==> src/rtl/cdb_bus_if.sv <==
// cdb_bus_if: ALU/LSB result handshakes and the common data bus broadcast
interface cdb_bus_if;
    logic        alu_valid;
    logic [31:0] alu_addr;
    logic [31:0] alu_val;
    logic        alu_ready;
    logic        lsb_valid;
    logic [31:0] lsb_addr;
    logic [31:0] lsb_val;
    logic        lsb_ready;
    logic        cdb_active;
    logic [31:0] cdb_addr;
    logic [31:0] cdb_val;
    logic        cdb_src;

    modport master (
        output alu_valid, alu_addr, alu_val, lsb_valid, lsb_addr, lsb_val,
        input  alu_ready, lsb_ready, cdb_active, cdb_addr, cdb_val, cdb_src
    );

    modport slave (
        input  alu_valid, alu_addr, alu_val, lsb_valid, lsb_addr, lsb_val,
        output alu_ready, lsb_ready, cdb_active, cdb_addr, cdb_val, cdb_src
    );
endinterface

==> src/rtl/cdb_bus.sv <==
// cdb_bus: per-source result FIFOs arbitrated round-robin onto one registered broadcast bus
module cdb_bus #(
    parameter int QUEUE_DEPTH = 4
) (
    input  logic     clk_in,
    input  logic     rst_in,
    input  logic     rdy_in,
    input  logic     flush,
    cdb_bus_if.slave bus
);
    localparam int AW = $clog2(QUEUE_DEPTH);
    localparam logic [AW:0] FULL = (AW+1)'(QUEUE_DEPTH);

    // index 0 is the ALU queue, index 1 the LSB queue; entries are {addr, val}
    logic [63:0]   mem_q   [2][QUEUE_DEPTH];
    logic [63:0]   mem_d   [2][QUEUE_DEPTH];
    logic [AW-1:0] front_q [2];
    logic [AW-1:0] front_d [2];
    logic [AW-1:0] rear_q  [2];
    logic [AW-1:0] rear_d  [2];
    logic [AW:0]   count_q [2];
    logic [AW:0]   count_d [2];
    logic          last_q, last_d;
    logic          active_q, active_d;
    logic          src_q, src_d;
    logic [31:0]   addr_q, addr_d;
    logic [31:0]   val_q, val_d;
    logic [63:0]   din [2];
    logic [1:0]    valid, ready, busy, push, pop;
    logic          grant, any;

    assign din[0] = {bus.alu_addr, bus.alu_val};
    assign din[1] = {bus.lsb_addr, bus.lsb_val};
    assign valid  = {bus.lsb_valid, bus.alu_valid};
    // a full queue refuses even when it is popped the same edge
    assign ready[0] = rdy_in && !flush && count_q[0] != FULL;
    assign ready[1] = rdy_in && !flush && count_q[1] != FULL;
    assign busy     = {count_q[1] != '0, count_q[0] != '0};
    assign any      = |busy;
    // on contention the source not granted last wins
    assign grant    = &busy ? !last_q : busy[1];
    assign push     = valid & ready;
    assign pop      = {any && grant, any && !grant};

    assign bus.alu_ready  = ready[0];
    assign bus.lsb_ready  = ready[1];
    assign bus.cdb_active = active_q;
    assign bus.cdb_addr   = addr_q;
    assign bus.cdb_val    = val_q;
    assign bus.cdb_src    = src_q;

    // next state: pushes, one arbitrated pop into the output registers, flush and pause
    always_comb begin
        mem_d    = mem_q;
        front_d  = front_q;
        rear_d   = rear_q;
        count_d  = count_q;
        last_d   = last_q;
        active_d = active_q;
        src_d    = src_q;
        addr_d   = addr_q;
        val_d    = val_q;
        if (rdy_in && flush) begin
            front_d  = '{default: '0};
            rear_d   = '{default: '0};
            count_d  = '{default: '0};
            active_d = 1'b0;
            src_d    = 1'b0;
            addr_d   = '0;
            val_d    = '0;
        end else if (rdy_in) begin
            for (int s = 0; s < 2; s++) begin
                if (push[s]) begin
                    mem_d[s][rear_q[s]] = din[s];
                    rear_d[s] = rear_q[s] + AW'(1);
                end
                if (pop[s]) front_d[s] = front_q[s] + AW'(1);
                count_d[s] = count_q[s] + (AW+1)'(push[s]) - (AW+1)'(pop[s]);
            end
            active_d        = any;
            src_d           = any && grant;
            {addr_d, val_d} = any ? mem_q[grant][front_q[grant]] : 64'd0;
            last_d          = any ? grant : last_q;
        end
    end

    // state registers; reset clears everything and hands the first contention to the ALU
    always_ff @(posedge clk_in or negedge rst_in) begin
        if (!rst_in) begin
            mem_q    <= '{default: '0};
            front_q  <= '{default: '0};
            rear_q   <= '{default: '0};
            count_q  <= '{default: '0};
            last_q   <= 1'b1;
            active_q <= 1'b0;
            src_q    <= 1'b0;
            addr_q   <= '0;
            val_q    <= '0;
        end else begin
            mem_q    <= mem_d;
            front_q  <= front_d;
            rear_q   <= rear_d;
            count_q  <= count_d;
            last_q   <= last_d;
            active_q <= active_d;
            src_q    <= src_d;
            addr_q   <= addr_d;
            val_q    <= val_d;
        end
    end
endmodule

==> src/flat_wrapper.sv <==
// flat-port wrapper written by rule: the top's interface ports become plain ports
module cdb_bus_flat 
#(
    parameter int QUEUE_DEPTH = 4
)
  (clk_in, rst_in, rdy_in, flush, bus_alu_valid, bus_alu_addr, bus_alu_val, bus_lsb_valid, bus_lsb_addr, bus_lsb_val, bus_alu_ready, bus_lsb_ready, bus_cdb_active, bus_cdb_addr, bus_cdb_val, bus_cdb_src);
  cdb_bus_if bus_i ();
  input  logic clk_in;
  input  logic rst_in;
  input  logic rdy_in;
  input  logic flush;
  input wire logic [$bits(bus_i.alu_valid)-1:0] bus_alu_valid;
  input wire logic [$bits(bus_i.alu_addr)-1:0] bus_alu_addr;
  input wire logic [$bits(bus_i.alu_val)-1:0] bus_alu_val;
  input wire logic [$bits(bus_i.lsb_valid)-1:0] bus_lsb_valid;
  input wire logic [$bits(bus_i.lsb_addr)-1:0] bus_lsb_addr;
  input wire logic [$bits(bus_i.lsb_val)-1:0] bus_lsb_val;
  output wire logic [$bits(bus_i.alu_ready)-1:0] bus_alu_ready;
  output wire logic [$bits(bus_i.lsb_ready)-1:0] bus_lsb_ready;
  output wire logic [$bits(bus_i.cdb_active)-1:0] bus_cdb_active;
  output wire logic [$bits(bus_i.cdb_addr)-1:0] bus_cdb_addr;
  output wire logic [$bits(bus_i.cdb_val)-1:0] bus_cdb_val;
  output wire logic [$bits(bus_i.cdb_src)-1:0] bus_cdb_src;
  assign bus_i.alu_valid = bus_alu_valid;
  assign bus_i.alu_addr = bus_alu_addr;
  assign bus_i.alu_val = bus_alu_val;
  assign bus_i.lsb_valid = bus_lsb_valid;
  assign bus_i.lsb_addr = bus_lsb_addr;
  assign bus_i.lsb_val = bus_lsb_val;
  assign bus_alu_ready = bus_i.alu_ready;
  assign bus_lsb_ready = bus_i.lsb_ready;
  assign bus_cdb_active = bus_i.cdb_active;
  assign bus_cdb_addr = bus_i.cdb_addr;
  assign bus_cdb_val = bus_i.cdb_val;
  assign bus_cdb_src = bus_i.cdb_src;
  cdb_bus #(.QUEUE_DEPTH(QUEUE_DEPTH)) u_core (.clk_in(clk_in), .rst_in(rst_in), .rdy_in(rdy_in), .flush(flush), .bus(bus_i));
endmodule
==> config.mk <==
export PLATFORM = sky130hd
export DESIGN_NAME = cdb_bus_flat
export DESIGN_NICKNAME = d
export VERILOG_FILES = /design/src/rtl/cdb_bus_if.sv /design/src/rtl/cdb_bus.sv /design/src/flat_wrapper.sv
export SDC_FILE = /design/constraint.sdc
export NUM_CORES = 1
export LEC_CHECK = 0
export CORE_MARGIN = 4
export CORE_UTILIZATION = 45
export DETAILED_ROUTE_END_ITERATION = 7
export DONT_BUFFER_PORTS = 1
export HOLD_SLACK_MARGIN = 0.08
export PLACE_DENSITY = 0.63
export SYNTH_ARGS = -nofsm -noshare
export SYNTH_HDL_FRONTEND = slang
export SYNTH_SLANG_ARGS = --single-unit
==> constraint.sdc <==
create_clock -name clk_in -period 5.4 [get_ports clk_in]
set_input_delay 1.08 -clock clk_in [delete_from_list [all_inputs] [get_ports clk_in]]
set_output_delay 1.08 -clock clk_in [all_outputs]
set_load 0.03 [all_outputs]
# Yosys cells after proc, flatten, opt, wreduce, memory -nomap -nowiden
# Cells that the tools add are included.
[totals]
inputBits = 134
regBits = 593
[classes]
n_eq_ne = 2
reduce_logical = 27
magnitude_cmp = 6
n_addsub = 8
mux = 35
bitwise_logic = 6
[ops]
columns = ["cell", "n"]
rows = [
  ["2-to-1 mux 256 bit", 3],
  ["bitwise mux 256 bit", 2],
  ["2-to-1 mux 64 bit", 5],
  ["demux 64 bit (select 2 bit)", 2],
  ["binary-select mux 64 bit (select 2 bit)", 1],
  ["2-to-1 mux 32 bit", 4],
  ["2-to-1 mux 4 bit", 4],
  ["2-to-1 mux 2 bit", 7],
  ["2-to-1 mux 6 bit", 2],
  ["AND reduction 2 bit", 5],
  ["nonzero test 2 bit", 5],
  ["greater-or-equal comparator 3 bit, second input constant", 3],
  ["NOT 2 -> 3 bit", 3],
  ["AND reduction 3 bit", 3],
  ["adder 2 x 1 -> 2 bit, second input constant", 4],
  ["logical AND 1 bit", 8],
  ["adder 3 x 1 -> 3 bit", 2],
  ["less-than comparator 3 x 1 -> 1 bit, second input constant", 2],
  ["inequality test 3 bit, second input constant", 2],
  ["nonzero test 3 bit", 2],
  ["subtractor 3 x 1 -> 3 bit", 2],
  ["2-to-1 mux 1 bit", 5],
  ["zero test 1 bit", 3],
  ["bitwise AND 2 bit", 1],
  ["other kinds (4)", 4],
]

# Depth between registers and ports, before layout
# Gate-level depths: netlist (run 1).
[depth]
depth_word = 14
mapped_depth = 12
mapped_depth_nobuf = 11

# Worst setup path after synthesis (run 1)
# Ideal clock, no wire load.
[synth_timing]
path_type = "input -> output"
startpoint = "in flush"
endpoint = "out bus_alu_ready"
cell_stages = 6
setup_slack_ns = 1.884
required_time_ns = 4.320
arrival_time_ns = 2.436
path_cell_list = "buf_2 > nand2b_1 > buf_2 > clkbuf_1 > buf_1 > a31oi_1"
[synth_via]
elab_chain_cells = 3
[synth_rtl]
columns = ["element", "line_no", "rtl"]
rows = [
  ["from (decl)", "flat_wrapper.sv:11", "input logic flush;"],
  ["zero test 1 bit", "cdb_bus.sv:36", "assign ready[0] = rdy_in && !flush && count_q[0] != FULL;"],
  ["logical AND 1 bit (2 in series)", "cdb_bus.sv:36", ""],
  ["to (decl)", "flat_wrapper.sv:18", "output wire logic [$bits(bus_i.alu_ready)-1:0] bus_alu_ready;"],
]
# No other way between the ends.

# Final worst setup path (run 1)
[layout_timing]
startpoint = "in flush"
endpoint = "out bus_lsb_ready"
[layout_via]
elab_chain_cells = 3
[layout_rtl]
columns = ["element", "line_no", "rtl"]
rows = [
  ["zero test 1 bit", "cdb_bus.sv:37", "assign ready[1] = rdy_in && !flush && count_q[1] != FULL;"],
  ["logical AND 1 bit (2 in series)", "cdb_bus.sv:37", ""],
  ["to (decl)", "flat_wrapper.sv:19", "output wire logic [$bits(bus_i.lsb_ready)-1:0] bus_lsb_ready;"],
]
# No other way between the ends.

==> results of run 1 <==
## Yosys cell counts, types with 12 or more instances
cell       number  area share
mux2_2        512        0.21
nand2_1        77       0.011
mux2i_1       256       0.093
o21ai_0        12      0.0022
buf_2          33      0.0060
a2111oi_0      63       0.020
o22ai_1        68       0.016
dfrtp_1       592        0.54
clkbuf_1      108       0.015
buf_1          33      0.0045
a211oi_1       63       0.017
inv_1          79       0.011
a21oi_1       191       0.035
## power by group through the flow
stage	registers [uW]	clock network [uW]	logic, uW
after floorplan	6910	0	4460
after global placement	7210	0	5440
after detailed placement	7320	0	5570
after CTS	7240	4850	5600
after global routing	7420	5030	6120
final	7250	4720	5580
## state kept, by name, indices dropped and copies added, names as in the netlist
name,cells
u_core.bus.cdb_active,1
u_core.bus.cdb_addr,32
u_core.bus.cdb_src,1
u_core.bus.cdb_val,32
u_core.count_q,6
u_core.front_q,4
u_core.last_q,1
u_core.mem_q,512
u_core.rear_q,4
## logic make-up after synthesis
| family | Yosys count | share of synthesized area |
|---|---|---|
| xor+xnor | 2 | 0.000639 |
| compound gates | 408 | 0.0943 |
| mux | 770 | 0.305 |
| fa+ha+maj | 13 | 0.00648 |
| flops | 593 | 0.541 |
| simple gates | 99 | 0.0157 |
| buf+inv | 254 | 0.0363 |
## worst max-delay path by stage
stage / endpoint / start
floorplan: bus_alu_ready / flush
global placement: u_core.mem_q[485] / flush
detailed placement: u_core.mem_q[361] / flush
CTS: bus_lsb_ready / flush
global route: bus_lsb_ready / flush
finish: bus_lsb_ready / flush
## layer usage
layer | wire (um) | part of all wire
met5 | 0 | 0
met4 | 1410 | 0.020
met3 | 4610 | 0.066
met2 | 34000 | 0.49
met1 | 29900 | 0.43
## through the flow
step	instances	power, uW	worst slack, ns	util
2_1_floorplan	2139	11400	1.88	-
3_3_place_gp	2769	12700	1.55	0.463
3_5_place_dp	2769	12900	1.52	0.463
4_1_cts	2882	17700	1.67	0.502
5_1_grt	2882	18600	1.53	0.502
6_report	2883	17500	1.72	0.502
## cell type report
type / count / area, sq um / share of cell area
Timing Repair Buffer: 22 / 190 / 0.00628
Tap cell: 782 / 978 / 0.0323
Clock buffer: 97 / 2050 / 0.0676
Inverter: 80 / 300 / 0.00992
Multi-Input combinational cell: 1292 / 11600 / 0.385
Antenna cell: 1 / 2.50 / 0.0000827
Clock inverter: 16 / 263 / 0.00868
Sequential cell: 593 / 14900 / 0.491
==> impl_metrics.ini, run 1 <==
[logic_synthesis]
syn_inst = 2139
ys_seq_area_frac = 0.541
synth_edf_count = 0
synthesis.area_sq_um = 27400
synthArstFlopShare = 1.00
synth_top_flop_cell = dfrtp_1
ys_warn_count = 0
synth-seq-cells = 593
synth_area_per_cell_sq_um = 12.8
syn-num-nets = 2286
synth.distinct_cells = 35

[pwr]
peakVddDrop_mv = 0.503
internal_power_uw = 11600
p_comb_frac = 0.318
powerDensity_nw_per_um2 = 580
leakage_uw = 0.0135
p_switching_uw = 5950
swShare = 0.339
p_seq_frac = 0.413
clock_power_share = 0.269

[worst_setup_path]
regToRegSetupSlack_ns = 2.53
slowest_stage = a31oi_1
worst-path-buf-inv = 0
start_kind = input port
path_cells = nand2b_4, a31oi_1
crit_type = in2out
r2r-start = u_core.count_q[2]
worstRegToRegCells = 6
max_stage_delay_ns = 1.00
cp_data_required_time_ns = 4.32
arrival_ns = 2.60
critical_path_depth = 2
cp-end-kind = output pin
cp_max_fo = 57
r2r-end = u_core.bus.cdb_val[7]
path_delay_family = compound AO/OA/AOI/OAI gates

[sta]
setup-violations-final = 0
skew_ns = 0.0185
clock.fmax_mhz = 272
max_slew_margin = -1.11
whs_ns = 0.243
hold_viol = 0
period_minus_slack_ns = 3.68
drv_slew = 465
rsz0062_at_grt = false
worst_slew_pin_slew_ns = 3.16
finalCritPeriodShare = 0.682
finalSetupTns_ns = 0

[floorplanning]
initial_core_util = 0.454
die_area_sq_um = 64900
io_pins = 202
rows = 90
die_w_um = 255
core_area_sq_um = 60400
die_y_um = 255

[routing]
drtIter0Drc = 1038
ant_nets = 0
vias = 17300
drcViolationCount = 0
drt-wirelength-per-cell_um = 24.3
dr.pass1.iters = 5
wl_um = 69900
avgViaCountPerCell = 5.98

[clocking]
hold_buffers = 0
post_cts_buffers = 0
root_buffer = clkbuf_16
cts.clk_slew.worst_paths_ns = 0.05
cts_num_sinks = 593
cts_buffer_depth = 3
cts_buffers = 66
cts-resized-gates = 0
clk_latency_ns = 0.60
cts_tree = yes
ctsHtreeMaxLevel = 3

[placed_design]
dp_hpwl_um = 39400
port_buffers = 0
place.gp.congestion = 0.755
placed_area_sq_um = 28000

[cells_and_area]
fillers = 5162
layout_commonest_cell = dfrtp_1
final_area_sq_um = 30300
final_cell_mix = dfrtp_1, mux2_2, mux2i_1, a21oi_1, inv_1
final_nets = 2202
drive_gt1_frac = 0.314
syn_to_final_growth_pct = 10.4

[status]
failed_checks = max-slew violations
status = finished, violations left

[global_route]
grt_pass1_wl_um = 108000
grtUsageTotal = 0.214
grt_start_max_net_pins = 594
antenna_found_initial = 1
grt.busiest_layer = met2
overflow = 0
grt_use_met1 = 0.281
grt_pass1_vias = 18100
use_met2 = 0.356
grtUsageMet3 = 0.0572

[flow_run]
maxCapViolCount = 0

[worst_hold_path]
hold_path.class = in2async
No activity file was read; power rests on OpenSTA's default activity.
==> run 2, diff against run 1 <==
Clock period 5.4 ns to 3.8 ns, I/O delays scaled along.
==> impl_metrics.ini, run 2 (same netlist as run 1, synthesis figures left out) <==
[floorplanning]
rows = 90
die_w_um = 255
die_y_um = 255
die_area_sq_um = 64900
initial_core_util = 0.454
io_pins = 202
core_area_sq_um = 60400

[worst_setup_path]
path_cells = nor3_2, buf_4, buf_4, a2111oi_0, a21oi_1, o22ai_1
cp-end-kind = flop
worstRegToRegCells = 6
regToRegSetupSlack_ns = 1.03
slowest_stage = buf_4
start_kind = flop
cp_data_required_time_ns = 4.26
r2r-start = u_core.count_q[2]
max_stage_delay_ns = 0.74
worst-path-buf-inv = 2
crit_type = reg2reg
cp_max_fo = 66
r2r-end = u_core.bus.cdb_addr[30]
path_common_cell = buf_4
crit_start = u_core.count_q[2]
arrival_ns = 3.23
path_delay_family = buffers and inverters

[cells_and_area]
syn_to_final_growth_pct = 10.8
largest_reg_flops = 512
final_nets = 2220
seq_area_sq_um = 14900
antenna_cells = 0
multi_input_area_sq_um = 11600
final_cell_mix = dfrtp_1, mux2_2, mux2i_1, a21oi_1, inv_1
drive_gt1_frac = 0.317
fillers = 5196
top_register = u_core.mem_q
fin_cells = 2902
layout_commonest_cell = dfrtp_1

[sta]
whs_ns = -0.0669
finalSetupTns_ns = 0
drv_slew = 291
worst_slew_pin_slew_ns = 2.15
max_slew_margin = -0.437
finalCritPeriodShare = 0.728
skew_ns = 0.0222
hold_viol = 41
setup-violations-final = 0
period_minus_slack_ns = 2.77
rsz0062_at_grt = false
clock.fmax_mhz = 361

[pwr]
peakVddDrop_mv = 0.682
powerDensity_nw_per_um2 = 816
leakage_uw = 0.0135

[global_route]
grtUsageTotal = 0.226
grt_pass1_wl_um = 113000
grt_pass1_vias = 18500
overflow = 0
antenna_found_initial = 0
grt_start_max_net_pins = 594

[clocking]
clk_latency_ns = 0.59
cts.clk_slew.worst_paths_ns = 0.06
cts_tree = yes
ctsHtreeMaxLevel = 3
cts_num_sinks = 593
cts_buffers = 66
cts_buffer_depth = 3
root_buffer = clkbuf_16

[routing]
drtIter0Drc = 866
drt-wirelength-per-cell_um = 25.4
avgViaCountPerCell = 5.99
dr.pass1.iters = 5
wl_um = 73600
drcViolationCount = 0
vias = 17400
ant_nets = 0

[flow_run]
maxCapViolCount = 0

[worst_hold_path]
hold_path.class = in2async

[status]
failed_checks = negative hold slack, max-slew violations
status = finished, violations left

[placed_design]
dp.cells = 2787
place.gp.congestion = 0.762
dp_hpwl_um = 42100
port_buffers = 0
## run 2: cell types whose count changed in the layout (fill, tap and decap cells not counted), sizes merged
cell      delta
buf         +18
clkbuf       +7
bufinv       -5
clkinvlp     -3
inv          +2
clkinv       +1
diode        -1
## run 2: repair_timing
action / 4_1_cts / 5_1_grt
endpoints found under the hold margin: 592 / 440
setup buffers: 0 / 0
gates resized for setup: 0 / 0
## run 2: area by class of cell
class | count | share of cell area
Tap cell | 782 | 0.0322
Inverter | 80 | 0.00988
Timing Repair Buffer | 40 | 0.0156
Multi-Input combinational cell | 1292 | 0.383
Clock buffer | 104 | 0.0667
Clock inverter | 11 | 0.00383
Sequential cell | 593 | 0.489
## run 2: worst register-to-register path: stages, from the launching register on
cell and delay [ns]:
dfrtp_1 0.47, nor3_2 0.19, buf_4 0.66, buf_4 0.74
a2111oi_0 0.33, a21oi_1 0.18, o22ai_1 0.08
## run 2: stage by stage
step	hold slack, ns	util	area, sq um	worst slack [ns]	power [uW]
final	-0.0669	0.504	30400	1.03	24800
after global routing	-0.100	0.504	30400	0.931	26200
after CTS	-0.123	0.504	30400	1.09	25000
after detailed placement	0.492	0.468	28200	0.874	18600
after global placement	0.483	0.468	28200	0.899	18200
after floorplan	0.464	-	27400	0.924	16200
## run 2: power breakdown
part	switching, uW	internal [uW]
Sequential	1780	8590
Clock	2520	3790
Combinational	4310	3810
Total	8610	16200
## run 2: how the worst max path moves through the flow
stage          slack (ns)                      end  cells after the start
6_report             1.03  u_core.bus.cdb_addr[30]                      6
3_5_place_dp         0.87        u_core.mem_q[347]                      5
3_3_place_gp         0.90        u_core.count_q[5]                      9
2_1_floorplan        0.92            bus_alu_ready                      6
4_1_cts              1.09  u_core.bus.cdb_addr[30]                      6
5_1_grt              0.93  u_core.bus.cdb_addr[19]                      6
## run 2: routing by layer
| layer | vias to the layer above | routed length (um) | GRT usage |
|---|---|---|---|
| met5 | - | 0 | 0 |
| met4 | 0 | 2070 | 0.0737 |
| met3 | 124 | 5100 | 0.0637 |
| met2 | 410 | 36000 | 0.379 |
| met1 | 9151 | 30500 | 0.285 |
| li1 | 7691 | - | - |
